$ cat src/rtl/ternary_program_loader_pkg.sv
// Shared definitions for the ternary program loader: trit codes, sizes, FSM states.
// Latency: n/a (types and constants only).
// Backpressure: n/a.
package ternary_program_loader_pkg;

  localparam int TPL_WORD_TRITS = 9;
  localparam int TPL_MAX_WORDS  = 243;
  localparam int TPL_COUNT_W    = 10;

  // Two-bit trit codes; 2'b11 never appears in a legal word.
  localparam logic [1:0] TRIT_ZERO  = 2'b00;
  localparam logic [1:0] TRIT_PLUS  = 2'b01;
  localparam logic [1:0] TRIT_MINUS = 2'b10;
  localparam logic [1:0] TRIT_BAD   = 2'b11;

  typedef enum logic [1:0] {
    LD_IDLE  = 2'd0,
    LD_LOAD  = 2'd1,
    LD_DRAIN = 2'd2
  } ld_state_e;

endpackage

$ cat src/rtl/ternary_program_loader_if.sv
// Valid/ready word stream from the program source into the loader.
// Latency: n/a (wires only).
// Backpressure: the consumer drives in_ready; a word moves when in_valid & in_ready.
interface ternary_program_loader_if
  import ternary_program_loader_pkg::*;
#(
  parameter int WORD_TRITS = TPL_WORD_TRITS
);
  logic                    in_valid;
  logic                    in_ready;
  logic                    in_last;
  logic [2*WORD_TRITS-1:0] in_data;

  modport master (output in_valid, output in_data, output in_last, input in_ready);
  modport slave  (input in_valid, input in_data, input in_last, output in_ready);
endinterface

$ cat src/rtl/ternary_program_loader_incrementer.sv
// Balanced-ternary +1 on a word of WORD_TRITS trits; all-'+' wraps to all-'-'.
// Latency: combinational.
// Backpressure: none.
module ternary_incrementer
  import ternary_program_loader_pkg::*;
#(
  parameter int WORD_TRITS = TPL_WORD_TRITS
)(
  input  logic [2*WORD_TRITS-1:0] i_word,
  output logic [2*WORD_TRITS-1:0] o_word
);

  logic w_carry;

  // Ripple the +1 from trit 0 upward; only a '+' trit passes the carry on.
  always_comb begin
    o_word  = i_word;
    w_carry = 1'b1;
    for (int t = 0; t < WORD_TRITS; t++) begin
      if (w_carry) begin
        case (i_word[2*t +: 2])
          TRIT_ZERO: begin
            o_word[2*t +: 2] = TRIT_PLUS;
            w_carry          = 1'b0;
          end
          TRIT_MINUS: begin
            o_word[2*t +: 2] = TRIT_ZERO;
            w_carry          = 1'b0;
          end
          TRIT_PLUS: begin
            o_word[2*t +: 2] = TRIT_MINUS;
          end
          default: begin
            // Invalid code: leave it alone; the loader never writes such words.
            w_carry = 1'b0;
          end
        endcase
      end
    end
  end

endmodule

$ cat src/rtl/ternary_program_loader.sv
// Streams a program image into ternary instruction memory, generating addresses and strobes.
// Latency: accepted word appears on the memory write port exactly 1 cycle later; done 1 cycle after last write.
// Backpressure: in_ready high only while loading; no stalls inside an image, one write per accept.
module ternary_program_loader
  import ternary_program_loader_pkg::*;
#(
  parameter int                      WORD_TRITS = TPL_WORD_TRITS,
  parameter int                      MAX_WORDS  = TPL_MAX_WORDS,
  parameter logic [2*WORD_TRITS-1:0] BASE_ADDR  = '0
)(
  input  logic                         i_clock,
  input  logic                         i_reset,
  input  logic                         i_start,
  ternary_program_loader_if.slave      if_src,
  output logic                         o_mem_write,
  output logic [2*WORD_TRITS-1:0]      o_mem_addr,
  output logic [2*WORD_TRITS-1:0]      o_mem_write_data,
  output logic                         o_busy,
  output logic                         o_done,
  output logic                         o_error,
  output logic [TPL_COUNT_W-1:0]       o_word_count
);

  localparam int W  = 2 * WORD_TRITS;
  localparam int CW = TPL_COUNT_W;

  ld_state_e         r_state;
  ld_state_e         w_state_nxt;
  logic              r_armed;
  logic [W-1:0]      r_addr;
  logic [W-1:0]      w_addr_inc;
  logic              r_mem_write;
  logic [W-1:0]      r_mem_addr;
  logic [W-1:0]      r_mem_data;
  logic              r_done;
  logic              r_error;
  logic [CW-1:0]     r_count;

  logic              w_in_ready;
  logic              w_start_load;
  logic              w_write_en;
  logic              w_err_set;
  logic              w_done_set;
  logic              w_bad_trit;
  logic              w_full;

  ternary_incrementer #(.WORD_TRITS(WORD_TRITS)) u_incr (
    .i_word (r_addr),
    .o_word (w_addr_inc)
  );

  // Flag any trit carrying the reserved code in the offered word.
  always_comb begin
    w_bad_trit = 1'b0;
    for (int t = 0; t < WORD_TRITS; t++) begin
      if (if_src.in_data[2*t +: 2] == TRIT_BAD) begin
        w_bad_trit = 1'b1;
      end
    end
  end

  assign w_full = (r_count == CW'(MAX_WORDS));

  // Next state and per-cycle actions of the load sequencer.
  always_comb begin
    w_state_nxt  = r_state;
    w_in_ready   = 1'b0;
    w_start_load = 1'b0;
    w_write_en   = 1'b0;
    w_err_set    = 1'b0;
    w_done_set   = 1'b0;
    case (r_state)
      LD_IDLE: begin
        // r_armed masks a start that arrives on the first edge after reset release.
        if (i_start && r_armed) begin
          w_start_load = 1'b1;
          w_state_nxt  = LD_LOAD;
        end
      end
      LD_LOAD: begin
        w_in_ready = 1'b1;
        if (if_src.in_valid) begin
          if (w_bad_trit || w_full) begin
            w_err_set   = 1'b1;
            w_state_nxt = LD_IDLE;
          end else begin
            w_write_en = 1'b1;
            if (if_src.in_last) begin
              w_state_nxt = LD_DRAIN;
            end
          end
        end
      end
      LD_DRAIN: begin
        w_done_set  = 1'b1;
        w_state_nxt = LD_IDLE;
      end
      default: begin
        w_state_nxt = LD_IDLE;
      end
    endcase
  end

  // State register.
  always_ff @(posedge i_clock) begin
    if (!i_reset) begin
      r_state <= LD_IDLE;
      r_armed <= 1'b0;
    end else begin
      r_state <= w_state_nxt;
      r_armed <= 1'b1;
    end
  end

  // Address generator, word counter and registered memory/status outputs.
  always_ff @(posedge i_clock) begin
    if (!i_reset) begin
      r_addr      <= BASE_ADDR;
      r_mem_write <= 1'b0;
      r_mem_addr  <= '0;
      r_mem_data  <= '0;
      r_done      <= 1'b0;
      r_error     <= 1'b0;
      r_count     <= '0;
    end else begin
      r_mem_write <= w_write_en;
      r_done      <= w_done_set;
      if (w_start_load) begin
        r_addr  <= BASE_ADDR;
        r_count <= '0;
        r_error <= 1'b0;
      end
      if (w_err_set) begin
        r_error <= 1'b1;
      end
      if (w_write_en) begin
        r_mem_addr <= r_addr;
        r_mem_data <= if_src.in_data;
        r_addr     <= w_addr_inc;
        r_count    <= r_count + CW'(1);
      end
    end
  end

  assign if_src.in_ready  = w_in_ready;
  assign o_mem_write      = r_mem_write;
  assign o_mem_addr       = r_mem_addr;
  assign o_mem_write_data = r_mem_data;
  assign o_busy           = (r_state != LD_IDLE);
  assign o_done           = r_done;
  assign o_error          = r_error;
  assign o_word_count     = r_count;

endmodule

$ cat src/flat_wrapper.sv
// flat-port wrapper written by rule: the top's interface ports become plain ports
module ternary_program_loader_flat import ternary_program_loader_pkg::*;
#(
  parameter int                      WORD_TRITS = TPL_WORD_TRITS,
  parameter int                      MAX_WORDS  = TPL_MAX_WORDS,
  parameter logic [2*WORD_TRITS-1:0] BASE_ADDR  = '0
)
  (i_clock, i_reset, i_start, o_mem_write, o_mem_addr, o_mem_write_data, o_busy, o_done, o_error, o_word_count, if_src_in_valid, if_src_in_data, if_src_in_last, if_src_in_ready);
  ternary_program_loader_if #(.WORD_TRITS(WORD_TRITS)) if_src_i ();
  input  logic i_clock;
  input  logic i_reset;
  input  logic i_start;
  output logic o_mem_write;
  output logic [2*WORD_TRITS-1:0] o_mem_addr;
  output logic [2*WORD_TRITS-1:0] o_mem_write_data;
  output logic o_busy;
  output logic o_done;
  output logic o_error;
  output logic [TPL_COUNT_W-1:0] o_word_count;
  input wire logic [$bits(if_src_i.in_valid)-1:0] if_src_in_valid;
  input wire logic [$bits(if_src_i.in_data)-1:0] if_src_in_data;
  input wire logic [$bits(if_src_i.in_last)-1:0] if_src_in_last;
  output wire logic [$bits(if_src_i.in_ready)-1:0] if_src_in_ready;
  assign if_src_i.in_valid = if_src_in_valid;
  assign if_src_i.in_data = if_src_in_data;
  assign if_src_i.in_last = if_src_in_last;
  assign if_src_in_ready = if_src_i.in_ready;
  ternary_program_loader #(.WORD_TRITS(WORD_TRITS), .MAX_WORDS(MAX_WORDS), .BASE_ADDR(BASE_ADDR)) u_core (.i_clock(i_clock), .i_reset(i_reset), .i_start(i_start), .if_src(if_src_i), .o_mem_write(o_mem_write), .o_mem_addr(o_mem_addr), .o_mem_write_data(o_mem_write_data), .o_busy(o_busy), .o_done(o_done), .o_error(o_error), .o_word_count(o_word_count));
endmodule
$ cat config.mk
export PLATFORM = sky130hd
export DESIGN_NAME = ternary_program_loader_flat
export DESIGN_NICKNAME = d
export VERILOG_FILES = /design/src/rtl/ternary_program_loader_pkg.sv /design/src/rtl/ternary_program_loader_if.sv /design/src/rtl/ternary_program_loader_incrementer.sv /design/src/rtl/ternary_program_loader.sv /design/src/flat_wrapper.sv
export SDC_FILE = /design/constraint.sdc
export NUM_CORES = 1
export LEC_CHECK = 0
export ABC_AREA = 1
export CAP_MARGIN = 10
export CORE_MARGIN = 4
export CORE_UTILIZATION = 54
export DETAILED_ROUTE_END_ITERATION = 8
export PLACE_DENSITY = 0.93
export SETUP_SLACK_MARGIN = 0.05
export SLEW_MARGIN = 20
export SYNTH_ARGS = -nofsm -noshare
export SYNTH_HDL_FRONTEND = slang
export SYNTH_HIERARCHICAL = 1
export SYNTH_SLANG_ARGS = --single-unit
$ cat constraint.sdc
create_clock -name i_clock -period 4.7 [get_ports i_clock]
set_input_delay 0.94 -clock i_clock [delete_from_list [all_inputs] [get_ports i_clock]]
set_output_delay 0.94 -clock i_clock [all_outputs]
set_load 0.01 [all_outputs]
==> run metrics, run 1 <==
status=finished, final reports clean; CTS tree=built; RSZ-0062 raised after global routing=false; boundary pin count=74; unique cell type count in the Yosys netlist=25; wire length of the first global-routing pass=13010 um; library cell occupying the most area in the post-synthesis netlist=sky130_fd_sc_hd__dfxtp_1; areal power density over the cells=284.8 mW/mm^2; number of antenna violations at the first check in global routing=0; count of standard-cell rows=28; maximum vdd drop=0.0001823 V; Tightest Pin Transition=1.032 ns; multi-input gate area in the final layout=0.001553 mm^2; Remaining Overflow, GRT=0; drt wl/cell=13.28 um; largest clock skew in the final design=0.007514 ns; placeable core region=0.005886 mm^2; Power, Total=1.184 mW; Worst Path Buf+Inv=3; count of placed standard cells in the final layout, fillers left out=597; fin crit share=53.20%; most used cells in the layout excluding fill and tap cells=152 x sky130_fd_sc_hd__nand2_1, 73 x sky130_fd_sc_hd__clkdlybuf4s50_1, 70 x sky130_fd_sc_hd__dfxtp_1, 66 x sky130_fd_sc_hd__a21oi_1, 38 x sky130_fd_sc_hd__nand3_1; Post-Syn Area=0.003273 mm^2; Num CTS Buffers=9; share of cells above drive strength 1=5.364%; Fin. Hold Viols=0; min Tclk post-route=2.501 ns; Pre-Repair DR Iteration Count=5; Worst EP required=4.93 ns; total number of H-tree levels=3; Min-Delay Path Class=reg2reg; count of hold-fix buffers inserted at cts=0; Port Buffer Count=73; cell count after placement=581; max-slew headroom at the worst pin=31.12%; CP Capture Type=register; area of the die=0.007371 mm^2; detailed router's first-iteration violation count=218; share of the synthesized area in the top cell type=42.81%; clock transition at the registers of the reported paths=0.08 ns; cts repair resizes=0; list of cells traversed by the critical path=clkdlybuf4s50_1 -> nand2_1 -> nand3_1 -> nor2_1 -> nand4_2 -> clkinv_1 -> buf_4 -> o21ai_0 -> nor2_1; portion of the post-synthesis area used by sequential elements=42.81%; synthesized net count=486; setup TNS=0 ns; placer congestion estimate=0.8645; Data arrival, critical path=2.73 ns; most frequent standard cell in the layout excluding fill and tap cells=sky130_fd_sc_hd__nand2_1; root cell of the clock tree=sky130_fd_sc_hd__clkbuf_8; maximum net fanout on the critical path=28; max-cap viol count=0; final antenna diode count=0; total number of clock tree sinks=70; warnings from Yosys=6; upper clock frequency limit=0.3999 GHz; reported leakage power=1.494 nW; Detail Placement HPWL=5302 um; count of unresolved DRC violations after routing=0; initial core utilization=55.61%; FF+latch area=0.001401 mm^2; GRT Total Usage=21.87%; synthesis-to-layout area growth=27.03%; Synth Instances=453; flops & latches, synth=70; vias in the first global route=2939; # fillers=471; maximum cell stage delay along the critical path=0.48 ns; postcts setup bufs=0; mean instance size in the synthesized netlist=7.225 um^2; total count of max-transition violations in the final report=0; vertical die dimension=85.86 um; number of nets at the end of the flow=550; Slowest cell on crit path=sky130_fd_sc_hd__clkdlybuf4s50_1; type of the setup path with the least slack=in2reg; DR vias/cell=5.333; CTS max path bufs=2; final-report setup violation count=0; cell type with the highest occurrence count on the critical path=sky130_fd_sc_hd__nor2_1; startpoint types=input pin; total via count after detailed routing=3184; pin count of the biggest net entering global routing=65; total wire length=7931 um; Detail Route Antenna Nets=0; clock latency reported for the late side of the worst-skew pair=0.35 ns; cell types with the largest area share after synthesis=sky130_fd_sc_hd__dfxtp_1 43%, sky130_fd_sc_hd__nand2_1 17%, sky130_fd_sc_hd__a21oi_1 10%; CP top delay family=buffers and inverters; Die X=85.86 um
-- final timing paths --
path                            slack, ns  depth (start not counted)                    from                      to
worst min-delay path                 0.46                          1       u_core/r_state[0]           u_core/o_done
worst max register to register       2.56                          9  u_core/o_word_count[0]  u_core/o_word_count[0]
worst max-delay path                 2.20                          9      if_src_in_data[15]  u_core/o_word_count[0]
worst min register to register       0.46                          1       u_core/r_state[0]           u_core/o_done
-- kinds of logic (layout without fill, tap and decap cells) --
family	after synthesis	count (layout)	share of synthesized area [%]
DFF	70	70	42.81
buffers and inverters	61	130	9.900
muxes	1	1	0.3440
adders and majority gates	10	10	3.823
and+or+nand+nor	224	224	29.28
AOI/OAI and AO/OA	83	83	12.77
xor gates and xnor gates	4	4	1.071
-- through the flow --
stage | setup WS, ns | hold WS (ns) | utilization (%) | area [um^2]
detailed placement | 1.815 | 0.4440 | 66.92 | 3939
global placement | 1.895 | 0.4339 | 66.92 | 3939
finish | 2.199 | 0.4567 | 70.64 | 4158
floorplan | 2.813 | 0.4225 | - | 3273
CTS | 2.198 | 0.4550 | 70.56 | 4153
global route | 2.109 | 0.4666 | 70.64 | 4158
-- area by class of cell --
cell class	count	share of cell area [%]
clock inverters	6	2.076
multi-input cells	322	37.35
clock buffers	10	3.070
repair buffers	76	18.12
flip-flops and latches	70	33.70
inverters	38	3.431
well taps	75	2.257
-- registers in the layout, summed over array words and instances (netlist names) --
register and cells:
u_core/o_done 1, u_core/r_addr 18, u_core/r_armed 1, u_core/o_word_count 10
u_core/o_error 1, u_core/o_mem_write 1, u_core/o_mem_addr 18, u_core/o_mem_write_data 18
u_core/r_state 2
-- Yosys cell counts --
master and count:
sky130_fd_sc_hd__nand2_1 152, sky130_fd_sc_hd__dfxtp_1 70, sky130_fd_sc_hd__a21oi_1 66, sky130_fd_sc_hd__nand3_1 39, sky130_fd_sc_hd__inv_1 37, sky130_fd_sc_hd__nor2_1 19
sky130_fd_sc_hd__o21ai_0 15, sky130_fd_sc_hd__buf_6 12, sky130_fd_sc_hd__ha_1 10, sky130_fd_sc_hd__clkbuf_1 9, sky130_fd_sc_hd__nand4_1 5, sky130_fd_sc_hd__nor2_4 3
sky130_fd_sc_hd__xor2_1 3, sky130_fd_sc_hd__nor3_1 2, sky130_fd_sc_hd__a21boi_0 1, sky130_fd_sc_hd__buf_2 1, sky130_fd_sc_hd__buf_4 1, sky130_fd_sc_hd__inv_2 1
sky130_fd_sc_hd__mux2_2 1, sky130_fd_sc_hd__nand2_2 1, sky130_fd_sc_hd__nand4_2 1, sky130_fd_sc_hd__nand4_4 1, sky130_fd_sc_hd__nor2_2 1, sky130_fd_sc_hd__o21ai_1 1
sky130_fd_sc_hd__xnor2_1 1
-- layer usage --
metal  vias up  part of all wire [%]  wire [um]  global-route usage, %
met5         -                     0          0                      0
met2       100                    49       3908                  36.02
li1       1593                     -          -                      -
met4         0                   2.6        209                  11.51
met3        18                   5.4        426                  3.939
met1      1473                    43       3387                  27.25
-- where the power goes --
group	switching [mW]	total [mW]	internal, mW
clock	0.228	0.525	0.298
combinational	0.0345	0.0618	0.0273
sequential	0.00160	0.597	0.595
Power figures use the tool's default switching activity.
==> run 2: changes to the inputs <==
Settings changed: CORE_UTILIZATION 54 to 50, PLACE_DENSITY 0.93 to 0.88.
Clock period 4.7 ns to 2.62 ns, I/O delays scaled along.
==> run 2 against run 1 <==
Effect of this change:
- register-to-register slack worse by 1.8 ns
- non-clock buffer count up 3
- wire length down 4.8%
- worst hold slack about the same
- count of clock-buffer cells in the layout up 2
- critical endpoint is now if_src_in_ready
- global-route usage down 2.4 points
- sequential power up 79%
- first-iteration DRC count down 16%
- clock skew down 0.00062 ns
- sequential share of layout area about the same
- worst setup slack worse by 1.5 ns
- final cell count up 0.50%
- highest routed layer unchanged
==> run metrics, run 2 (synthesized netlist as in run 1, its figures left out) <==
Die X=88.91 um (+3.6%); GRT Total Usage=19.47% (-2.4 points); maximum vdd drop=0.0003468 V (+90%); wire length of the first global-routing pass=12210 um (-6.1%); maximum cell stage delay along the critical path=0.54 ns (+0.06 ns); vias in the first global route=2843 (-3.3%); status=finished, final reports clean; total number of H-tree levels=3 (unchanged); maximum net fanout on the critical path=3 (-89%); count of placed standard cells in the final layout, fillers left out=600 (+0.50%); number of antenna violations at the first check in global routing=0 (unchanged); total via count after detailed routing=3128 (-1.8%); Data arrival, critical path=1.43 ns (-1.30 ns); Worst EP required=2.10 ns (-2.83 ns); Min-Delay Path Class=reg2reg; Port Buffer Count=73 (unchanged); min Tclk post-route=1.954 ns; total wire length=7551 um (-4.8%); areal power density over the cells=459.2 mW/mm^2 (+61%); Slowest cell on crit path=sky130_fd_sc_hd__clkdlybuf4s50_1; postcts setup bufs=0 (unchanged); total count of max-transition violations in the final report=0 (unchanged); list of cells traversed by the critical path=inv_1 -> nand2_1 -> inv_1 -> clkdlybuf4s50_1; setup TNS=0 ns (unchanged); most frequent standard cell in the layout excluding fill and tap cells=sky130_fd_sc_hd__nand2_1; number of nets at the end of the flow=553 (+0.55%); final antenna diode count=0 (unchanged); drt wl/cell=12.59 um (-5.3%); total number of clock tree sinks=70 (unchanged); cell type with the highest occurrence count on the critical path=sky130_fd_sc_hd__inv_1; vertical die dimension=88.91 um (+3.6%); max-cap viol count=0 (unchanged); count of standard-cell rows=29 (+3.6%); initial core utilization=51.55% (-4.1 points); area of the die=0.007905 mm^2 (+7.2%); placer congestion estimate=0.8017 (-7.3%); clock transition at the registers of the reported paths=0.07 ns (about the same); placeable core region=0.006350 mm^2 (+7.9%); startpoint types=register; area of placed instances=0.004001 mm^2 (+1.6%); pin count of the biggest net entering global routing=60 (-7.7%); synthesis-to-layout area growth=26.99% (about the same); upper clock frequency limit=0.5119 GHz; reported leakage power=1.496 nW (+0.18%); type of the setup path with the least slack=reg2out; max-slew headroom at the worst pin=75.10% (+44 points); CP top delay family=buffers and inverters; Detail Route Antenna Nets=0 (unchanged); cts repair resizes=0 (unchanged); boundary pin count=74 (unchanged); CTS max path bufs=2 (unchanged); detailed router's first-iteration violation count=184 (-16%); Worst Path Buf+Inv=3 (unchanged); final-report setup violation count=0 (unchanged); Remaining Overflow, GRT=0 (unchanged); largest clock skew in the final design=0.006891 ns (-0.0006231 ns); share of cells above drive strength 1=5.354% (-0.010 points); Worst Hold Margin=0.4564 ns (-0.0003250 ns); Tightest Pin Transition=0.3736 ns (-0.6582 ns); count of hold-fix buffers inserted at cts=0 (unchanged); CTS tree=built; most used cells in the layout excluding fill and tap cells=152 x sky130_fd_sc_hd__nand2_1, 73 x sky130_fd_sc_hd__clkdlybuf4s50_1, 70 x sky130_fd_sc_hd__dfxtp_1, 66 x sky130_fd_sc_hd__a21oi_1, 39 x sky130_fd_sc_hd__nand3_1; fin crit share=74.57%; post-route design area=0.004156 mm^2 (about the same); RSZ-0062 raised after global routing=false; count of unresolved DRC violations after routing=0 (unchanged); clock latency reported for the late side of the worst-skew pair=0.34 ns (about the same); Pre-Repair DR Iteration Count=4 (-1); Fin. Hold Viols=0 (unchanged); cell count after placement=586 (+0.86%); CP Capture Type=output port; DR vias/cell=5.213 (-2.3%); root cell of the clock tree=sky130_fd_sc_hd__clkbuf_8; Detail Placement HPWL=5193 um (-2.1%); Num CTS Buffers=9 (unchanged)
-- run 2: cell count changes in the layout (fill, tap and decap cells not counted) --
cell / delta
sky130_fd_sc_hd__nand3_2: -1
sky130_fd_sc_hd__clkinv_1: -1
sky130_fd_sc_hd__clkinvlp_4: -1
sky130_fd_sc_hd__bufinv_16: -2
sky130_fd_sc_hd__clkbuf_1: +1
sky130_fd_sc_hd__nand3_1: +1
sky130_fd_sc_hd__inv_2: +1
sky130_fd_sc_hd__buf_12: +3
sky130_fd_sc_hd__clkinv_4: -1
sky130_fd_sc_hd__clkbuf_8: +1
-- run 2: layer usage --
layer  wire, um  vias up  track usage [%]
met5          0        -                0
met4        252        0            11.68
met3        389       20            4.608
met2       3681       95            31.24
met1       3227     1419            23.66
li1           -     1594                -
-- run 2: through the flow --
stage,setup WS (ns),power (mW),utilization (%)
floorplan,1.117,1.149,-
global placement,0.5064,1.210,63.01
detailed placement,0.4122,1.212,63.01
CTS,0.6573,1.921,65.46
global route,0.5979,1.981,65.46
finish,0.6664,1.909,65.46
-- run 2: layout make-up --
class,instances,area (um^2)
fillers,515,2193
repair buffers,79,813.3
flip-flops and latches,70,1401
inverters,38,142.6
clock inverters,2,10.01
well taps,77,96.34
multi-input cells,322,1548
clock buffers,12,145.1
-- run 2: worst reg2reg max path, stage by stage (launching register included) --
cell and delay, ns:
sky130_fd_sc_hd__dfxtp_1 0.40, sky130_fd_sc_hd__ha_1 0.25, sky130_fd_sc_hd__inv_1 0.06, sky130_fd_sc_hd__nor2_1 0.10, sky130_fd_sc_hd__nand3_1 0.15, sky130_fd_sc_hd__nand4_2 0.14, sky130_fd_sc_hd__buf_4 0.36, sky130_fd_sc_hd__nand3_1 0.16
sky130_fd_sc_hd__a21oi_1 0.16
-- run 2: worst paths after layout --
check                                             from                 to  cells past startpoint  slack (ns)
worst max register to register  u_core/o_word_count[0]  u_core/r_addr[13]                      8        0.78
worst max-delay path                 u_core/r_state[1]    if_src_in_ready                      4        0.67
worst min register to register       u_core/r_state[0]      u_core/o_done                      1        0.46
worst min-delay path                 u_core/r_state[0]      u_core/o_done                      1        0.46
-- run 2: power breakdown --
group / internal (mW) / leakage, nW / switching, mW
Sequential: 1.07 / 0.564 / 0.00269
Combinational: 0.0537 / 0.850 / 0.0636
Clock: 0.356 / 0.0821 / 0.364
Total: 1.48 / 1.50 / 0.430
==> run 3: changes to the inputs <==
Clock period 2.62 ns to 1.9 ns, I/O delays scaled along.
==> run 3 against run 2 <==
Effect of this change:
- non-clock buffer count rose by 8
- die area is the same
- worst setup slack lost 0.52 ns
- count of clock-buffer cells in the layout is 1 lower
- total power increased by 56%
- wire length increased by 4.1%
- final cell count is 1.5% higher
- critical endpoint is now o_busy
- global-route usage up 0.70 points
- sequential share of layout area fell by 1.2 points
- critical path type unchanged
- first-iteration DRC count grew 3.8%
- highest routed layer unchanged
- largest power group unchanged
- via count is 1.7% higher
==> run metrics, run 3 (synthesized netlist as in run 1, its figures left out) <==
status=finished, final reports clean; drt wl/cell=12.91 um (+2.6%); area of the die=0.007905 mm^2 (unchanged); Min-Delay Path Class=reg2reg; min Tclk post-route=1.754 ns; Worst Hold Margin=0.4623 ns (+0.005870 ns); worst hold endpoint=u_core/o_mem_addr[17]; Die X=88.91 um (unchanged); Remaining Overflow, GRT=0 (unchanged); Reg2Reg Setup Slack=0.21 ns (-0.57 ns); total number of H-tree levels=3 (unchanged); maximum vdd drop=0.0006545 V (+89%); most frequent standard cell in the layout excluding fill and tap cells=sky130_fd_sc_hd__nand2_1; Detail Route Antenna Nets=0 (unchanged); maximum net fanout on the critical path=3 (unchanged); total via count after detailed routing=3182 (+1.7%); number of antenna violations at the first check in global routing=0 (unchanged); Tightest Pin Transition=0.3598 ns (-0.01375 ns); pin count of the biggest net entering global routing=37 (-38%); fin crit share=92.30%; clock transition at the registers of the reported paths=0.07 ns (about the same); Pre-Repair DR Iteration Count=4 (unchanged); count of standard-cell rows=29 (unchanged); worst setup slack after layout=0.1463 ns (-0.5201 ns); max-slew headroom at the worst pin=76.01% (+0.92 points); vertical die dimension=88.91 um (unchanged); Port Buffer Count=73 (unchanged); number of cells on the worst hold path=2 (+1); total number of clock tree sinks=70 (unchanged); Worst EP required=1.52 ns (-0.58 ns); count of unresolved DRC violations after routing=0 (unchanged); Data arrival, critical path=1.37 ns (-0.06 ns); reported leakage power=1.581 nW (+5.7%); most used cells in the layout excluding fill and tap cells=152 x sky130_fd_sc_hd__nand2_1, 72 x sky130_fd_sc_hd__clkdlybuf4s50_1, 69 x sky130_fd_sc_hd__dfxtp_1, 66 x sky130_fd_sc_hd__a21oi_1, 39 x sky130_fd_sc_hd__nand3_1; Detail Placement HPWL=5373 um (+3.5%); max-cap viol count=0 (unchanged); FF+latch area=0.001403 mm^2 (about the same); switching power summed over all nets=0.6260 mW (+46%); # fillers=513 (-0.39%); switching portion of total power=21.04% (-1.5 points); CTS tree=built; initial core utilization=51.55% (unchanged); number of nets at the end of the flow=561 (+1.4%); Num CTS Buffers=9 (unchanged); source of the worst register-to-register timing path=u_core/r_addr[0]; placement-stage worst setup slack=-0.05692 ns (-0.4691 ns); Fin. Hold Viols=0 (unchanged); total wire length=7863 um (+4.1%); areal power density over the cells=689.7 mW/mm^2 (+50%); total count of max-transition violations in the final report=0 (unchanged); largest clock skew in the final design=0.01039 ns (+0.003503 ns); final antenna diode count=0 (unchanged); RSZ-0062 raised after global routing=false; root cell of the clock tree=sky130_fd_sc_hd__clkbuf_8; wire length of the first global-routing pass=12700 um (+4.0%); final-report setup violation count=0 (unchanged); vias in the first global route=3064 (+7.8%); CTS max path bufs=2 (unchanged); type of the setup path with the least slack=reg2out; Pint=2.349 mW (+59%); CP Capture Type=output port; detailed router's first-iteration violation count=191 (+3.8%); GRT Total Usage=20.17% (+0.70 points); placeable core region=0.006350 mm^2 (unchanged); multi-input gate area in the final layout=0.001558 mm^2 (+0.65%); placer congestion estimate=0.8480 (+5.8%); share of cells above drive strength 1=7.895% (+2.5 points); upper clock frequency limit=0.5702 GHz; Crit Reg-Reg Endpoint=u_core/r_addr[15]; combinational fraction of design power=5.6% (-0.5 points); cell count of the worst reg-to-reg path=9 (+1); hold_sp=u_core/o_mem_addr[17]; portion of total power attributed to sequential cells=49.6% (-6.5 points); synthesis-to-layout area growth=31.77%; startpoint types=register; boundary pin count=74 (unchanged); Power, Total=2.975 mW (+56%); clock latency reported for the late side of the worst-skew pair=0.35 ns (about the same); proportion of power drawn by the clock network=44.8% (+7.1 points); DR vias/cell=5.225 (+0.22%)
## run 3: what timing repair did
| item | 4_1_cts | 5_1_grt |
|---|---|---|
| hold buffers | 0 | 0 |
| hold endpoints to repair | 0 | 0 |
| resized for setup | 1 | 6 |
| setup endpoints to repair | 1 | 38 |
| buffers inserted | 0 | 0 |
## run 3: critical path: stages, from the launching register on
cell and delay [ns]:
sky130_fd_sc_hd__dfxtp_1 0.37, sky130_fd_sc_hd__nor2_2 0.06, sky130_fd_sc_hd__inv_1 0.06, sky130_fd_sc_hd__clkdlybuf4s50_1 0.53
## run 3: power groups by stage
stage / clock [mW] / combinational, mW / sequential, mW
floorplan: 0 / 0.0730 / 1.51
global placement: 0 / 0.163 / 1.51
detailed placement: 0 / 0.165 / 1.51
CTS: 1.35 / 0.165 / 1.48
global route: 1.41 / 0.181 / 1.48
finish: 1.33 / 0.166 / 1.48
## run 3: how the worst max path moves through the flow
stage,from,to,slack (ns),cells past startpoint
2_1_floorplan,u_core/o_word_count[0],u_core/o_word_count[2],0.40,10
3_3_place_gp,if_src_in_data[15],u_core/r_addr[2],-0.005,9
3_5_place_dp,if_src_in_data[12],u_core/r_addr[13],-0.06,9
4_1_cts,u_core/r_state[1],o_busy,0.12,3
5_1_grt,u_core/r_addr[0],u_core/r_addr[17],0.05,9
6_report,u_core/r_state[0],o_busy,0.15,3
## run 3: area by class of cell
class | instances | share of cell area, %
clock buffers | 11 | 3.510
flip-flops and latches | 70 | 32.52
repair buffers | 87 | 20.68
inverters | 38 | 3.307
multi-input cells | 322 | 36.12
well taps | 77 | 2.234
clock inverters | 4 | 1.625
## run 3: layer usage
layer / up-vias / share of wire (%) / routed length, um / global-route usage, %
li1: 1612 / - / - / -
met1: 1465 / 42 / 3329 / 24.18
met2: 84 / 50 / 3919 / 33.94
met3: 21 / 4.8 / 376 / 3.502
met4: 0 / 3.0 / 238 / 11.68
met5: - / 0 / 0 / 0
## run 3: per-stage QoR
step           instance area, um^2  utilization [%]    TNS, ns  instances
6_report                      4313            67.92          0        609
3_5_place_dp                  4074            64.16     -1.377        594
3_3_place_gp                  4074            64.16  -0.008059        594
2_1_floorplan                 3273                -          0        453
4_1_cts                       4294            67.63          0        609
5_1_grt                       4313            67.92          0        609
